$ cat config.mk
export PLATFORM = sky130hd
export DESIGN_NAME = iobus_uart_tx
export DESIGN_NICKNAME = d
export VERILOG_FILES = /design/src/rtl/iobus_uart_pkg.sv /design/src/rtl/sync_byte_fifo.sv /design/src/rtl/iobus_uart_tx.sv
export SDC_FILE = /design/constraint.sdc
export NUM_CORES = 1
export LEC_CHECK = 0
export CAP_MARGIN = 0
export CORE_UTILIZATION = 50
export DETAILED_ROUTE_END_ITERATION = 6
export HOLD_SLACK_MARGIN = 0.05
export PLACE_DENSITY = 0.85
export SLEW_MARGIN = 10
export SYNTH_ARGS = -nofsm -noshare
export SYNTH_HDL_FRONTEND = slang
export SYNTH_SLANG_ARGS = --single-unit
$ cat constraint.sdc
create_clock -name CLK -period 5.4 [get_ports CLK]
set_clock_uncertainty 0.15 [all_clocks]
set_input_delay 1.08 -clock CLK [delete_from_list [all_inputs] [get_ports CLK]]
set_output_delay 1.08 -clock CLK [all_outputs]
set_load 0.02 [all_outputs]
$ cat src/rtl/iobus_uart_pkg.sv
// ---------------------------------------------------------------------------
// iobus_uart_pkg
// Shared definitions for the IOBUS UART transmitter:
//   - tx_state_t       : serialiser FSM states
//   - *_AD_DEFAULT     : default IOBUS addresses of the data and status ports
//   - ST_*             : bit positions inside the status word
// ---------------------------------------------------------------------------
package iobus_uart_pkg;

    typedef enum logic [1:0] {
        IDLE  = 2'd0,
        START = 2'd1,
        DATA  = 2'd2,
        STOP  = 2'd3
    } tx_state_t;

    localparam logic [31:0] DATA_AD_DEFAULT   = 32'h1120_0000;
    localparam logic [31:0] STATUS_AD_DEFAULT = 32'h1120_0004;

    localparam int ST_FULL      = 0;
    localparam int ST_EMPTY     = 1;
    localparam int ST_ACTIVE    = 2;
    localparam int ST_OVERRUN   = 3;
    localparam int ST_COUNT_LSB = 4;
    localparam int ST_COUNT_W   = 5;

endpackage

$ cat src/rtl/sync_byte_fifo.sv
// ---------------------------------------------------------------------------
// sync_byte_fifo
// Single-clock byte FIFO with registered pointers and a first-word
// fall-through read port (o_pop_data shows the head entry).
// Ports:
//   CLK, RESET   : clock, synchronous active-high reset
//   i_push       : push request; taken when not full, or when full and a
//                  pop happens in the same cycle
//   i_push_data  : byte to push
//   i_pop        : pop request; ignored when empty
//   o_pop_data   : head entry
//   o_full       : count == DEPTH
//   o_empty      : count == 0
//   o_count      : number of stored bytes
// ---------------------------------------------------------------------------
module sync_byte_fifo #(
    parameter int DEPTH = 4
) (
    input  logic                     CLK,
    input  logic                     RESET,
    input  logic                     i_push,
    input  logic [7:0]               i_push_data,
    input  logic                     i_pop,
    output logic [7:0]               o_pop_data,
    output logic                     o_full,
    output logic                     o_empty,
    output logic [$clog2(DEPTH):0]   o_count
);

    localparam int AW = $clog2(DEPTH);
    localparam logic [AW:0]   FULL_COUNT = (AW + 1)'(DEPTH);
    localparam logic [AW:0]   CNT_ONE    = (AW + 1)'(1);
    localparam logic [AW-1:0] PTR_ONE    = AW'(1);

    logic [7:0]    r_mem [DEPTH];
    logic [AW-1:0] r_wr_ptr;
    logic [AW-1:0] r_rd_ptr;
    logic [AW:0]   r_count;
    logic          w_do_push;
    logic          w_do_pop;

    assign w_do_pop   = i_pop && (r_count != {(AW + 1){1'b0}});
    // A full FIFO still accepts a push when the head leaves in the same cycle.
    assign w_do_push  = i_push && ((r_count != FULL_COUNT) || w_do_pop);

    assign o_pop_data = r_mem[r_rd_ptr];
    assign o_full     = (r_count == FULL_COUNT);
    assign o_empty    = (r_count == {(AW + 1){1'b0}});
    assign o_count    = r_count;

    // Storage array write port
    always_ff @(posedge CLK) begin
        if (w_do_push) begin
            r_mem[r_wr_ptr] <= i_push_data;
        end
    end

    // Pointer and occupancy bookkeeping
    always_ff @(posedge CLK) begin
        if (RESET) begin
            r_wr_ptr <= {AW{1'b0}};
            r_rd_ptr <= {AW{1'b0}};
            r_count  <= {(AW + 1){1'b0}};
        end else begin
            if (w_do_push) begin
                r_wr_ptr <= r_wr_ptr + PTR_ONE;
            end
            if (w_do_pop) begin
                r_rd_ptr <= r_rd_ptr + PTR_ONE;
            end
            case ({w_do_push, w_do_pop})
                2'b10:   r_count <= r_count + CNT_ONE;
                2'b01:   r_count <= r_count - CNT_ONE;
                default: r_count <= r_count;
            endcase
        end
    end

endmodule

$ cat src/rtl/iobus_uart_tx.sv
// ---------------------------------------------------------------------------
// iobus_uart_tx
// Memory-mapped 8N1 UART transmitter on the OTTER IOBUS. Bytes written to
// DATA_AD are queued and sent LSB first; STATUS_AD reads back the status word
// and a write with bit3 set clears the sticky OVERRUN flag.
// Ports:
//   CLK, RESET  : MCU clock, synchronous active-high reset
//   IOBUS_ADDR  : bus address
//   IOBUS_OUT   : bus write data
//   IOBUS_WR    : single-cycle write strobe
//   RD_DATA     : status word when IOBUS_ADDR == STATUS_AD, else 0 (comb.)
//   TX          : serial line, idle high (registered)
//   BUSY        : FIFO non-empty or frame in progress (registered)
// ---------------------------------------------------------------------------
module iobus_uart_tx
    import iobus_uart_pkg::*;
#(
    parameter int          CLKS_PER_BIT = 434,
    parameter int          FIFO_DEPTH   = 4,
    parameter logic [31:0] DATA_AD      = DATA_AD_DEFAULT,
    parameter logic [31:0] STATUS_AD    = STATUS_AD_DEFAULT
) (
    input  logic        CLK,
    input  logic        RESET,
    input  logic [31:0] IOBUS_ADDR,
    input  logic [31:0] IOBUS_OUT,
    input  logic        IOBUS_WR,
    output logic [31:0] RD_DATA,
    output logic        TX,
    output logic        BUSY
);

    localparam int BW = $clog2(CLKS_PER_BIT);
    localparam logic [BW-1:0] BAUD_LAST = BW'(CLKS_PER_BIT - 1);
    localparam logic [BW-1:0] BAUD_ONE  = BW'(1);

    tx_state_t                   r_state;
    tx_state_t                   w_state_next;
    logic [BW-1:0]               r_baud;
    logic [BW-1:0]               w_baud_next;
    logic [2:0]                  r_bit;
    logic [2:0]                  w_bit_next;
    logic [7:0]                  r_shift;
    logic [7:0]                  w_shift_next;
    logic                        r_tx;
    logic                        w_tx_next;
    logic                        r_busy;
    logic                        w_busy_next;
    logic                        r_overrun;

    logic                        w_wr_data;
    logic                        w_wr_status;
    logic                        w_pop;
    logic                        w_push_ok;
    logic                        w_overrun_set;
    logic                        w_baud_last;
    logic [7:0]                  w_pop_data;
    logic                        w_full;
    logic                        w_empty;
    logic [$clog2(FIFO_DEPTH):0] w_count;
    logic                        w_unused;

    assign w_wr_data     = IOBUS_WR && (IOBUS_ADDR == DATA_AD);
    assign w_wr_status   = IOBUS_WR && (IOBUS_ADDR == STATUS_AD);
    assign w_push_ok     = w_wr_data && (!w_full || w_pop);
    assign w_overrun_set = w_wr_data && w_full && !w_pop;
    assign w_baud_last   = (r_baud == BAUD_LAST);
    assign w_unused      = &{1'b0, IOBUS_OUT[31:8]};

    sync_byte_fifo #(
        .DEPTH (FIFO_DEPTH)
    ) u_fifo (
        .CLK         (CLK),
        .RESET       (RESET),
        .i_push      (w_wr_data),
        .i_push_data (IOBUS_OUT[7:0]),
        .i_pop       (w_pop),
        .o_pop_data  (w_pop_data),
        .o_full      (w_full),
        .o_empty     (w_empty),
        .o_count     (w_count)
    );

    // Serialiser next-state, counters, pop request and next line level
    always_comb begin
        w_state_next = r_state;
        w_baud_next  = r_baud;
        w_bit_next   = r_bit;
        w_shift_next = r_shift;
        w_pop        = 1'b0;
        w_tx_next    = 1'b1;

        case (r_state)
            IDLE: begin
                w_baud_next = {BW{1'b0}};
                w_bit_next  = 3'd0;
                if (!w_empty) begin
                    w_pop        = 1'b1;
                    w_shift_next = w_pop_data;
                    w_state_next = START;
                end else begin
                    w_state_next = IDLE;
                end
            end
            START: begin
                if (w_baud_last) begin
                    w_baud_next  = {BW{1'b0}};
                    w_state_next = DATA;
                end else begin
                    w_baud_next  = r_baud + BAUD_ONE;
                end
            end
            DATA: begin
                if (w_baud_last) begin
                    w_baud_next  = {BW{1'b0}};
                    w_shift_next = {1'b0, r_shift[7:1]};
                    w_bit_next   = r_bit + 3'd1;
                    if (r_bit == 3'd7) begin
                        w_state_next = STOP;
                    end else begin
                        w_state_next = DATA;
                    end
                end else begin
                    w_baud_next  = r_baud + BAUD_ONE;
                end
            end
            STOP: begin
                if (w_baud_last) begin
                    w_baud_next = {BW{1'b0}};
                    w_bit_next  = 3'd0;
                    // Chain straight into the next start bit when data waits.
                    if (!w_empty) begin
                        w_pop        = 1'b1;
                        w_shift_next = w_pop_data;
                        w_state_next = START;
                    end else begin
                        w_state_next = IDLE;
                    end
                end else begin
                    w_baud_next  = r_baud + BAUD_ONE;
                end
            end
            default: begin
                w_state_next = IDLE;
                w_baud_next  = {BW{1'b0}};
                w_bit_next   = 3'd0;
            end
        endcase

        // The line register follows the state being entered, so TX changes on
        // the same edge as the state.
        case (w_state_next)
            IDLE:    w_tx_next = 1'b1;
            START:   w_tx_next = 1'b0;
            DATA:    w_tx_next = w_shift_next[0];
            STOP:    w_tx_next = 1'b1;
            default: w_tx_next = 1'b1;
        endcase

        // When staying idle no pop occurred, so the FIFO is non-empty after
        // the edge iff it is non-empty now or a push is accepted.
        w_busy_next = (w_state_next != IDLE) || !w_empty || w_push_ok;
    end

    // Serialiser state, counters and shift register
    always_ff @(posedge CLK) begin
        if (RESET) begin
            r_state <= IDLE;
            r_baud  <= {BW{1'b0}};
            r_bit   <= 3'd0;
            r_shift <= 8'h00;
        end else begin
            r_state <= w_state_next;
            r_baud  <= w_baud_next;
            r_bit   <= w_bit_next;
            r_shift <= w_shift_next;
        end
    end

    // Registered serial line and busy flag
    always_ff @(posedge CLK) begin
        if (RESET) begin
            r_tx   <= 1'b1;
            r_busy <= 1'b0;
        end else begin
            r_tx   <= w_tx_next;
            r_busy <= w_busy_next;
        end
    end

    // Sticky overrun flag; a new overrun beats a simultaneous clear
    always_ff @(posedge CLK) begin
        if (RESET) begin
            r_overrun <= 1'b0;
        end else if (w_overrun_set) begin
            r_overrun <= 1'b1;
        end else if (w_wr_status && IOBUS_OUT[3]) begin
            r_overrun <= 1'b0;
        end else begin
            r_overrun <= r_overrun;
        end
    end

    // Status read mux
    always_comb begin
        RD_DATA = 32'h0000_0000;
        if (IOBUS_ADDR == STATUS_AD) begin
            RD_DATA[ST_FULL]                       = w_full;
            RD_DATA[ST_EMPTY]                      = w_empty;
            RD_DATA[ST_ACTIVE]                     = (r_state != IDLE);
            RD_DATA[ST_OVERRUN]                    = r_overrun;
            RD_DATA[ST_COUNT_LSB +: ST_COUNT_W]    = ST_COUNT_W'(w_count);
        end else begin
            RD_DATA = 32'h0000_0000;
        end
    end

    assign TX   = r_tx;
    assign BUSY = r_busy;

endmodule

==> flow_summary.toml <==
[run_status]
run_status = "completed"

[clock_tree]
ctsHoldBuffers = 0
cts_tree = "built"
clock_path_buffers = 2
cts_setup_buffers = 0
clock_latency_ns = 0.35
clkSinkCount = 66
cts_htree_levels = 3
cts_root_buf = "clkbuf_8"
clkTransAtPathRegs_ns = 0.07
numCtsBuffers = 9
cts_resized = 0

[pwr]
p_clk_share_pct = 42.7
power.internal_mw = 0.7729
leakage_nw = 1.394
seqPwrFrac_pct = 52.0
combPwrFrac_pct = 5.3
swShare_pct = 23.23
peakVddDrop_mv = 0.2093
power_switching_mw = 0.2339
power_density_mw_per_mm2 = 257.4

[worst_setup_path]
cpPeakStageDelay_ns = 0.64
crit_buf_inv = 2
crit_fanout = 8
crit_chain = "clkdlybuf4s50_1 > nor4b_1 > and4_1 > nand3_1 > nor4_1 > clkdlybuf4s50_1"
reg2reg_setup_slack_ns = 2.38
critPathLaunchType = "primary input"
crit_top_cell = "clkdlybuf4s50_1"
worstSetupPathType = "primary input to output pin"
slowest_stage = "clkdlybuf4s50_1"
cpLargestDelayFamily = "buffers and inverters"
critPathRequiredTime_ns = 4.17
cp_data_arrival_time_ns = 3.13
cp-end-kind = "output pin"

[finish]
multiInputGateArea_mm2 = 0.001398
fin_nets = 420
area_delta_synth_final_pct = 21.30
n_antenna_cell = 0
final_cell_area_mm2 = 0.003911
nFillCells = 462
drive_above_1_share_pct = 9.145
fin_util_pct = 64.53
final_cell_count_no_fill = 414
seq_area_mm2 = 0.001642

[yosys]
synth-main-ff-cell = "dfxtp_1"
avgSynthCellArea_um2 = 11.52
synth-adder-area-share_pct = 7.606
synth_cell_type_count = 48
synth_common_cells = "dfxtp_1 (34), edfxtp_1 (32), nor2_1 (26)"
synthCells = 280
synth_top_family_by_area = "simple AND/OR/NAND/NOR gates"
ys_seq_area_share_pct = 50.91
synth_edf_count = 32
synth_xor_area_share_pct = 2.716
yosys.cell_count.top_type = "dfxtp_1"
synth.mux.area_fraction_pct = 5.588
synth_top_area_share_pct = 29.80
synth_area_leaders = "edfxtp_1 (30%), dfxtp_1 (21%), ha_1 (7.0%)"
syn_area_mm2 = 0.003224
synth_top_area_cell = "edfxtp_1"
synthSimpleGateAreaFrac_pct = 15.10
ys_warn_count = 0
ys_seq_elements = 66
synth-async-reset-ratio_pct = 0
synth_compound_area_share_pct = 9.430

[timing]
hold_viol = 0
max_freq_mhz = 229.2
setup_viol = 0
setup_slack_ns = 1.037
finalMaxSlewViolations = 0
period_minus_slack_ns = 4.363
worst_pin_slew_ns = 0.7093
final.setup.tns_ns = 0
rsz0062_at_grt = "no"
post-route-period-util_pct = 80.80
slew_headroom_pct = 52.56

[drt]
dr.pass1.iters = 4
post_drt_wl_per_cell_um = 13.85
final_antenna_net_count = 0
vias_per_cell = 5.488
drt_iter0_drc = 140
via_count = 2272
drc_errors = 0
drt-total-wl_um = 5735

[die]
initial_core_util_pct = 53.20
die_y_um = 82.31
placementRows = 28
io_pins = 101
die_x_um = 82.31
core_mm2 = 0.006061
die_area_mm2 = 0.006774

[placement]
place_inst = 398
dpl_worst_slack_ns = 0.9918
io_buffers = 51
gp_congestion = 0.8460
dpl-instance-area_mm2 = 0.003704
dp_hpwl_um = 4206

[grt]
grt_usage_pct = 19.28
grt_overflow = 0
antenna_found_initial = 0
grt_first_pass_wirelength_um = 9515
grt_max_degree = 21
grt_pass1_vias = 2211

[min_path]
hold_class = "flip-flop to flip-flop"

[flow_run]
cap_violations = 0
[per-layer routing]
metal  wire length, um  GRT usage [%]  vias up
met3               360          6.703        9
met1              2290          21.34     1094
met5                 0              0        -
met2              2986          33.80       90
met4                98          7.544        0
li1                  -              -     1079
[placed cells by master, fill, tap and decap left out, types with 8 or more instances in the layout]
cell type,instances
clkdlybuf4s50_1,51
dfxtp_1,34
edfxtp_1,32
nor2_1,26
conb_1,25
ha_1,18
inv_1,16
a21oi_1,11
nand2_1,9
clkbuf_8,9
mux4_2,8
nor2b_1,8
[final timing paths]
check / startpoint / end / cells after the start
setup reg to reg: r_state[1] / u_fifo.o_count[2] / 11
hold / removal: r_baud[0] / r_baud[0] / 1
hold reg to reg: r_baud[0] / r_baud[0] / 1
setup / recovery: IOBUS_ADDR[22] / RD_DATA[0] / 6
[power by group through the flow]
stage / logic (mW) / clock network (mW) / registers [mW]
after floorplan: 0.0334 / 0 / 0.535
after global placement: 0.0524 / 0 / 0.535
after detailed placement: 0.0534 / 0 / 0.535
after CTS: 0.0535 / 0.437 / 0.523
after global routing: 0.0588 / 0.455 / 0.523
final: 0.0534 / 0.430 / 0.523
[logic make-up (layout without fill, tap and decap cells)]
| group | count (synthesis) | count (layout) |
|---|---|---|
| compound gates | 41 | 41 |
| xor+xnor | 10 | 10 |
| fa+ha+maj | 19 | 19 |
| buf+inv | 48 | 83 |
| flops | 66 | 66 |
| mux | 8 | 8 |
| other cells | 1 | 25 |
| simple gates | 87 | 87 |
[layout make-up]
| class | instances | area share [%] |
|---|---|---|
| Clock buffer | 9 | 3.167 |
| Inverter | 16 | 1.536 |
| Tap cell | 75 | 2.399 |
| Sequential cell | 66 | 41.97 |
| Multi-Input combinational cell | 190 | 35.73 |
| Timing Repair Buffer | 51 | 13.05 |
| Clock inverter | 7 | 2.143 |
[sequential cells by signal (all words and copies together), names as in the netlist, named ones only]
name and flops:
r_shift 8, r_baud 9, r_overrun 1, r_bit 3
u_fifo.r_wr_ptr 2, u_fifo.o_count 3, BUSY 1, u_fifo.r_mem 32
TX 1, r_state 2, u_fifo.r_rd_ptr 2
[per-stage QoR]
step | total power [mW] | hold WS, ns
final | 1.007 | 0.3284
after global routing | 1.037 | 0.3660
after CTS | 1.013 | 0.3339
after detailed placement | 0.5881 | 0.3176
after global placement | 0.5871 | 0.2932
after floorplan | 0.5683 | 0.2795
Power figures use the tool's default switching activity.
